$ cat config.mk
export PLATFORM = sky130hd
export DESIGN_NAME = delay_chain_sched
export DESIGN_NICKNAME = d
export VERILOG_FILES = /design/src/rtl/delay_chain_sched.sv
export SDC_FILE = /design/constraint.sdc
export NUM_CORES = 1
export LEC_CHECK = 0
export ABC_AREA = 1
export CORE_UTILIZATION = 60
export DETAILED_ROUTE_END_ITERATION = 6
export GPL_ROUTABILITY_DRIVEN = 1
export HOLD_SLACK_MARGIN = 0.06
export PLACE_DENSITY = 0.78
export SYNTH_ARGS = -nofsm -noshare
export SYNTH_HDL_FRONTEND = slang
export SYNTH_HIERARCHICAL = 1
export SYNTH_SLANG_ARGS = --single-unit
$ cat constraint.sdc
create_clock -name clk -period 10.55 [get_ports clk]
set_input_delay 3.165 -clock clk [delete_from_list [all_inputs] [get_ports clk]]
set_output_delay 3.165 -clock clk [all_outputs]
set_load 0.1 [all_outputs]
$ cat src/rtl/delay_chain_sched.sv
// delay_chain_sched: NCH sample-delay channels sharing one single-port RAM.
// Each channel owns a circular LEN-word region. Write requests are arbitrated
// round-robin. Every transfer writes the new sample and reads back the one
// written LEN transfers earlier on the same channel.

// Single-port RAM, read-first, registered output, contents not reset.
module SpRamRf #(
  parameter int unsigned WORDS = 64,
  parameter int unsigned DW    = 8,
  parameter int unsigned AW    = 6
) (
  input  logic          clk,
  input  logic          we,
  input  logic [AW-1:0] addr,
  input  logic [DW-1:0] din,
  output logic [DW-1:0] qout
);

  logic [DW-1:0] mem_q [WORDS];
  logic [DW-1:0] qout_q;

  // Read-first: qout captures the old word, then the write lands.
  always_ff @(posedge clk) begin
    qout_q <= mem_q[addr];
    if (we) begin
      mem_q[addr] <= din;
    end
  end

  assign qout = qout_q;

endmodule

module delay_chain_sched #(
  parameter int unsigned DW  = 8,
  parameter int unsigned NCH = 4,
  parameter int unsigned LEN = 16
) (
  input  logic              clk,
  input  logic              rst_n,
  input  logic [NCH-1:0]    in_valid,
  output logic [NCH-1:0]    in_ready,
  input  logic [NCH*DW-1:0] in_data,
  input  logic [NCH-1:0]    clr,
  output logic              out_valid,
  output logic [$clog2(NCH)-1:0] out_ch,
  output logic [DW-1:0]     out_data
);

  localparam int unsigned AW = $clog2(NCH*LEN);
  localparam int unsigned CW = $clog2(NCH);
  localparam int unsigned PW = $clog2(LEN);

  // Per-channel write pointer and primed flag
  logic [PW-1:0]  ptr_q [NCH];
  logic [PW-1:0]  ptr_d [NCH];
  logic [NCH-1:0] primed_q, primed_d;

  // Round-robin priority and registered output tag
  logic [CW-1:0]  pri_q, pri_d;
  logic           out_valid_q, out_valid_d;
  logic [CW-1:0]  out_ch_q, out_ch_d;

  // Arbiter results
  logic [NCH-1:0] grant_c;
  logic [CW-1:0]  gidx_c;
  logic           any_c;
  logic [CW-1:0]  idx_c;

  // RAM side
  logic [AW-1:0]  ram_addr_c;
  logic [DW-1:0]  ram_din_c;
  logic [DW-1:0]  ram_qout;

  // Round-robin: first eligible channel at or after pri_q, modulo NCH.
  always_comb begin
    grant_c = '0;
    gidx_c  = '0;
    any_c   = 1'b0;
    idx_c   = '0;
    for (int unsigned i = 0; i < NCH; i++) begin
      idx_c = CW'((32'(pri_q) + i) % NCH);
      if (!any_c && in_valid[idx_c] && !clr[idx_c]) begin
        any_c          = 1'b1;
        grant_c[idx_c] = 1'b1;
        gidx_c         = idx_c;
      end
    end
  end

  assign in_ready   = grant_c;
  assign ram_addr_c = AW'(gidx_c) * AW'(LEN) + AW'(ptr_q[gidx_c]);
  assign ram_din_c  = in_data[32'(gidx_c)*DW +: DW];

  // Next-state: clear wins over grant; pointer wrap primes the channel.
  always_comb begin
    ptr_d       = ptr_q;
    primed_d    = primed_q;
    pri_d       = pri_q;
    out_valid_d = 1'b0;
    out_ch_d    = out_ch_q;
    for (int unsigned c = 0; c < NCH; c++) begin
      if (clr[CW'(c)]) begin
        ptr_d[c]             = '0;
        primed_d[CW'(c)]     = 1'b0;
      end else if (grant_c[CW'(c)]) begin
        if (ptr_q[c] == PW'(LEN-1)) begin
          ptr_d[c]           = '0;
          primed_d[CW'(c)]   = 1'b1;
        end else begin
          ptr_d[c]           = ptr_q[c] + PW'(1);
        end
      end
    end
    if (any_c) begin
      pri_d       = (gidx_c == CW'(NCH-1)) ? '0 : gidx_c + CW'(1);
      out_valid_d = primed_q[gidx_c];
      out_ch_d    = gidx_c;
    end
  end

  // State registers, all cleared by reset (RAM contents are not).
  always_ff @(posedge clk or negedge rst_n) begin
    if (!rst_n) begin
      ptr_q       <= '{default: '0};
      primed_q    <= '0;
      pri_q       <= '0;
      out_valid_q <= 1'b0;
      out_ch_q    <= '0;
    end else begin
      ptr_q       <= ptr_d;
      primed_q    <= primed_d;
      pri_q       <= pri_d;
      out_valid_q <= out_valid_d;
      out_ch_q    <= out_ch_d;
    end
  end

  SpRamRf #(
    .WORDS (NCH*LEN),
    .DW    (DW),
    .AW    (AW)
  ) u_ram (
    .clk  (clk),
    .we   (any_c),
    .addr (ram_addr_c),
    .din  (ram_din_c),
    .qout (ram_qout)
  );

  assign out_valid = out_valid_q;
  assign out_ch    = out_ch_q;
  // Stale RAM output is masked whenever no delayed sample is present.
  assign out_data  = out_valid_q ? ram_qout : '0;

endmodule

**After elaboration in Yosys (flattened, before gate mapping)**

Memory sizes are Yosys's and may differ from the RTL's. A register that Yosys moved wholly into a read port is not among the register bits.
Index checks and enable logic that the tools add are counted.
W data, S select, Z words.

- Add/sub/neg operators: 9
- Magnitude comparators: 10
- Equality and inequality tests: 5
- Shifts and indexed selects: 1
- Muxes and demuxes: 70
- Bitwise gates (word level): 4
- Reduce and logical (&&, ||, !) cells: 30

Operator list:

| cell | number |
|---|---|
| $mux W4 | 18 |
| $mux W1 | 32 |
| $shiftx A32 B6 Y8 | 1 |
| $bmux W1 S2 | 9 |
| $add A4 B1 Y4 const B | 4 |
| $eq A4 B4 Y1 const B | 4 |
| $reduce_bool A2 Y1 | 8 |
| $lt A2 B3 Y1 const B | 5 |
| $or A4 B4 Y4 | 3 |
| $logic_and A1 B1 Y1 | 11 |
| $mux W2 | 5 |
| $bmux W4 S2 | 1 |
| $demux W1 S2 | 4 |
| $ge A2 B1 Y1 const B | 4 |
| $mux W8 | 1 |
| $reduce_and A2 Y1 | 4 |
| $logic_not A1 Y1 | 7 |
| $add A6 B4 Y6 | 1 |
| $add A2 B1 Y2 const B | 2 |
| $add A2 B2 Y2 const B | 2 |
| $ge A3 B3 Y1 const B | 1 |
| $not A2 Y3 | 1 |
| $eq A2 B2 Y1 const B | 1 |

- Flip-flop bits (word level): 25
- Bits in writable memories: 512
- Input port bits: 42
- Output and inout port bits: 15
- Word-level logic and storage cells: 141
- Memories: 1

Memories:

| name | words | bits a word | rd ports | clocked after Yosys merged registers in | write ports | RTL line | source |
|---|---|---|---|---|---|---|---|
| u_ram.mem_q | 64 | 8 | 1 | 1 | 1 | 19 | `logic [DW-1:0] mem_q [WORDS];` |

**Longest topological paths before layout**

- Depth after elaboration: 22
- Depth in mapped cells: 27
- Mapped depth without buffers: 25

**By module**

Netlist, hierarchy kept.

Modules (own cells, without submodules):

| module | times used | cells each | area each (um^2) | sequential area each (um^2) |
|---|---|---|---|---|
| SpRamRf | 1 | 2,167 | 22,044.9 | 15,534.9 |
| delay_chain_sched | 1 | 324 | 2,167.1 | 625.6 |

**Least setup slack after synthesis**

Ideal clock, no wire load.

- Kind: input port to output port
- Start point: input port clr[1]
- End point: output port in_ready[2]
- Data arrival time: 4.668 ns
- Data required time: 7.385 ns
- Setup slack: 2.717 ns
- Stages on the path: 10
- Buffers on the path: 0
- Cells stage by stage: inv_1 nand2_1 nand2_1 nand3_1 nand2_4 nor2_8 nand3_4 inv_2 nand2_1 nand2_1

- Longest elaborated chain between the ends: 17
- Elaborated cells between the ends (all ways): 32
- Those cells by class: 15 x mux; 3 x bitwise; 14 x reduce/logical

RTL lines:

| item | RTL line | source |
|---|---|---|
| start, declared | 44 | `input logic [NCH-1:0] clr,` |
| $bmux W1 S2 | 83 | `if (!any_c && in_valid[idx_c] && !clr[idx_c]) begin` |
| $mux W1 (not written as such) | 83 |  |
| $logic_not A1 Y1 | 83 |  |
| $logic_and A1 B1 Y1 | 83 |  |
| $mux W1 | 83 |  |
| $logic_not A1 Y1 | 83 |  |
| $logic_and A1 B1 Y1 (2 in a row) | 83 |  |
| $mux W1 | 83 |  |
| $logic_not A1 Y1 | 83 |  |
| $logic_and A1 B1 Y1 (2 in a row) | 83 |  |
| $mux W1 | 83 |  |
| $logic_not A1 Y1 | 83 |  |
| $logic_and A1 B1 Y1 (2 in a row) | 83 |  |
| $mux W4 * | 83 |  |
| end, declared | 42 | `output logic [NCH-1:0] in_ready,` |

Mark *: on every way between the ends. The rest lies on a longest branch, timed or not. The select of a mux whose other input is x is not followed.

**Final worst setup path**

- Start point: input port clr[3]
- End point: output port in_ready[3]

The elaborated chain is that of the path after synthesis.

==> metrics <==
fin crit share 87.29%; RSZ-0062 raised after global routing no; insertion delay to the later sink of the worst-skew pair around 0.60 ns; Routability Congestion between 0.8 and 0.9; DR WL/cell approximately 18 um; post-cts hold buffer count 0; Pins Over Slew Limit 0; vias in the first global route 16550; Unique masters post-synth 36; I/O pin total 57; area growth from synthesis to layout 9.886%; final setup fails 0; die extent in y roughly 200 um; ys async rst share about 4.6%; Top FF cell, synth edfxtp_1; r2r startpoint pri_q[1]; Synth top area share roughly 64%; total track usage approximately 28%; Tmin final ~9.2 ns; Post-synth EDFFs slightly above 500; outcome complete, no violations; syn avg cell area roughly 10 um^2; Fillers between 2000 and 3000; Initial Util between 60 and 70%; area occupied by multi-input gates between 7000 and 8000 um^2; endpoint class of the critical path output pin; Worst EP arrival around 6 ns; total core area just under 40000 um^2; Rows 73; area leader, netlist edfxtp_1; global-route wire length before repair 88720 um; first drt pass iteration count 5; top cells by area, synth edfxtp_1 64%, nand2_1 23%, dfrtp_1 2.6%, nor2_1 1.8%, buf_2 1.1%; Post-CTS Setup Repair Bufs 0; Final nets about 2600; slew margin rel. roughly 23%; count leader, synth nand2_1; Hold Crit Start primed_q[1]; CTS tree built; largest net degree at the start of global routing between 150 and 200; Routed Antenna Nets 0; Yosys reg bits 545; CTS max path bufs 3; root buffer cell clkbuf_16; initial antenna violation count 1; Crit Path Class primary input to output pin; Inserted Diodes 0; worst-margin pin slew 1.160 ns; HP Class flip-flop to flip-flop; Syn. warnings 6; layout cell share with drive strength beyond 1 under 10%; Die X-Extent a little over 200 um; cts bufs inserted 52; syn_nets approximately 2500; Max Fclk 0.1086 GHz; CTS resizes 0; H-tree depth 2; worst endpoint required time between 7 and 8 ns; TNS Setup 0 ns; Reg clk slew, reported paths 0.06 ns; Final Skew about 0.023 ns; # Max-Cap Violations 0; CP Max Fanout 7; sequential fraction of the synthesis area 66.75%; Reg area 16160 um^2; Iter 0 DRT Violations ~1500; Setup crit start clr[3]; Worst setup SP type primary input; WL final 56340 um; PortBufs 56; Post-synth top cells 1478 x nand2_1, 512 x edfxtp_1, 113 x nor2_1; synthesized area 24210 um^2; Vias 16940; final hold violations 0; Die ar. approximately 41000 um^2; hpwl dp about 32000 um; # DRC 0; total gr overflow 0; clock tree sinks roughly 550; Syn Inst Count between 2000 and 2500; Vias/cell ~5.5
## sequential cells by signal (all words and copies together) (netlist names)
| name | count |
|---|---|
| pri_q | 2 |
| u_ram/qout | 8 |
| ptr_q | 16 |
| primed_q | 4 |
| u_ram/mem_q | 512 |
| out_ch | 2 |
| out_valid | 1 |
## layout by cell type (no fill, tap or decap), types with 2 or more instances in the layout
cell and count:
a21oi_1 12, a21oi_2 2, buf_4 20, bufinv_16 3
clkbuf_1 12, clkbuf_16 53, clkbuf_8 2, clkdlybuf4s50_1 56
clkinv_1 13, clkinv_2 11, dfrtp_1 25, dfxtp_1 8
edfxtp_1 512, ha_1 8, inv_1 65, inv_2 8
inv_6 3, nand2_1 1467, nand2_2 19, nand2_4 6
nand3_1 48, nand3_2 4, nand4_1 4, nor2_1 113
nor2_2 2, nor2_4 2, nor3_2 8, nor4_1 2
o211ai_1 20, o21ai_0 9, o21ai_1 20, or2_1 3
or2_2 3, xor2_1 4
## through the flow
stage,cell area [um^2],setup WS [ns],cells,util [%],hold WS (ns)
floorplan,24210,2.717,2491,-,0.4415
global placement,25000,1.386,2984,62.91,0.4650
detailed placement,25000,1.334,2984,62.91,0.4616
CTS,26610,1.319,3079,66.96,0.4775
global route,26610,1.161,3079,66.96,0.5116
finish,26610,1.341,3079,66.96,0.4728
## layout make-up
class                   count  share of cell area, %
clock buffers              67                  5.258
multi-input cells        1761                  26.90
clock inverters            28                 0.7948
well taps                 525                  2.469
inverters                  76                  1.096
repair buffers             77                  2.746
flip-flops and latches    545                  60.74
## cell families (layout without fill, tap and decap cells)
kind of cell,Yosys count,in the layout,share of synthesized area [%]
xor+xnor,4,4,0.1447
buf+inv,185,248,3.855
mux,1,1,0.04134
compound gates,63,63,1.540
flops,545,545,66.75
fa+ha+maj,8,8,0.4134
simple gates,1685,1685,27.26
## routing by layer
layer / up-vias / part of all wire (%) / global-route usage [%]
li1: 8100 / - / -
met1: 7904 / 40 / 37.49
met2: 786 / 47 / 45.36
met3: 151 / 9.1 / 5.939
met4: 2 / 3.8 / 11.14
met5: - / 0.030 / 0
## final timing paths
path | end | slack, ns | depth (start not counted)
max in group asynchronous | ptr_q[9] | 7.34 | 2
min reg2reg | primed_q[1] | 0.47 | 2
max | in_ready[3] | 1.34 | 12
max reg2reg | u_ram/mem_q[36][3] | 4.64 | 16
min in group asynchronous | pri_q[0] | 2.93 | 2
min | primed_q[1] | 0.47 | 2
## worst max-delay path, stage by stage
cell             delay [ns]
clkdlybuf4s50_1        0.55
inv_1                  0.16
nand3_1                0.14
nand2_2                0.08
nand2_1                0.06
nand2_1                0.11
inv_1                  0.13
nand3_4                0.09
inv_2                  0.11
nand2_1                0.07
nand2_2                0.19
clkdlybuf4s50_1        1.18
Power is left out: the tool's default activity adds up to more than one toggle a clock period on the data nets, which glitch-free logic cannot reach.
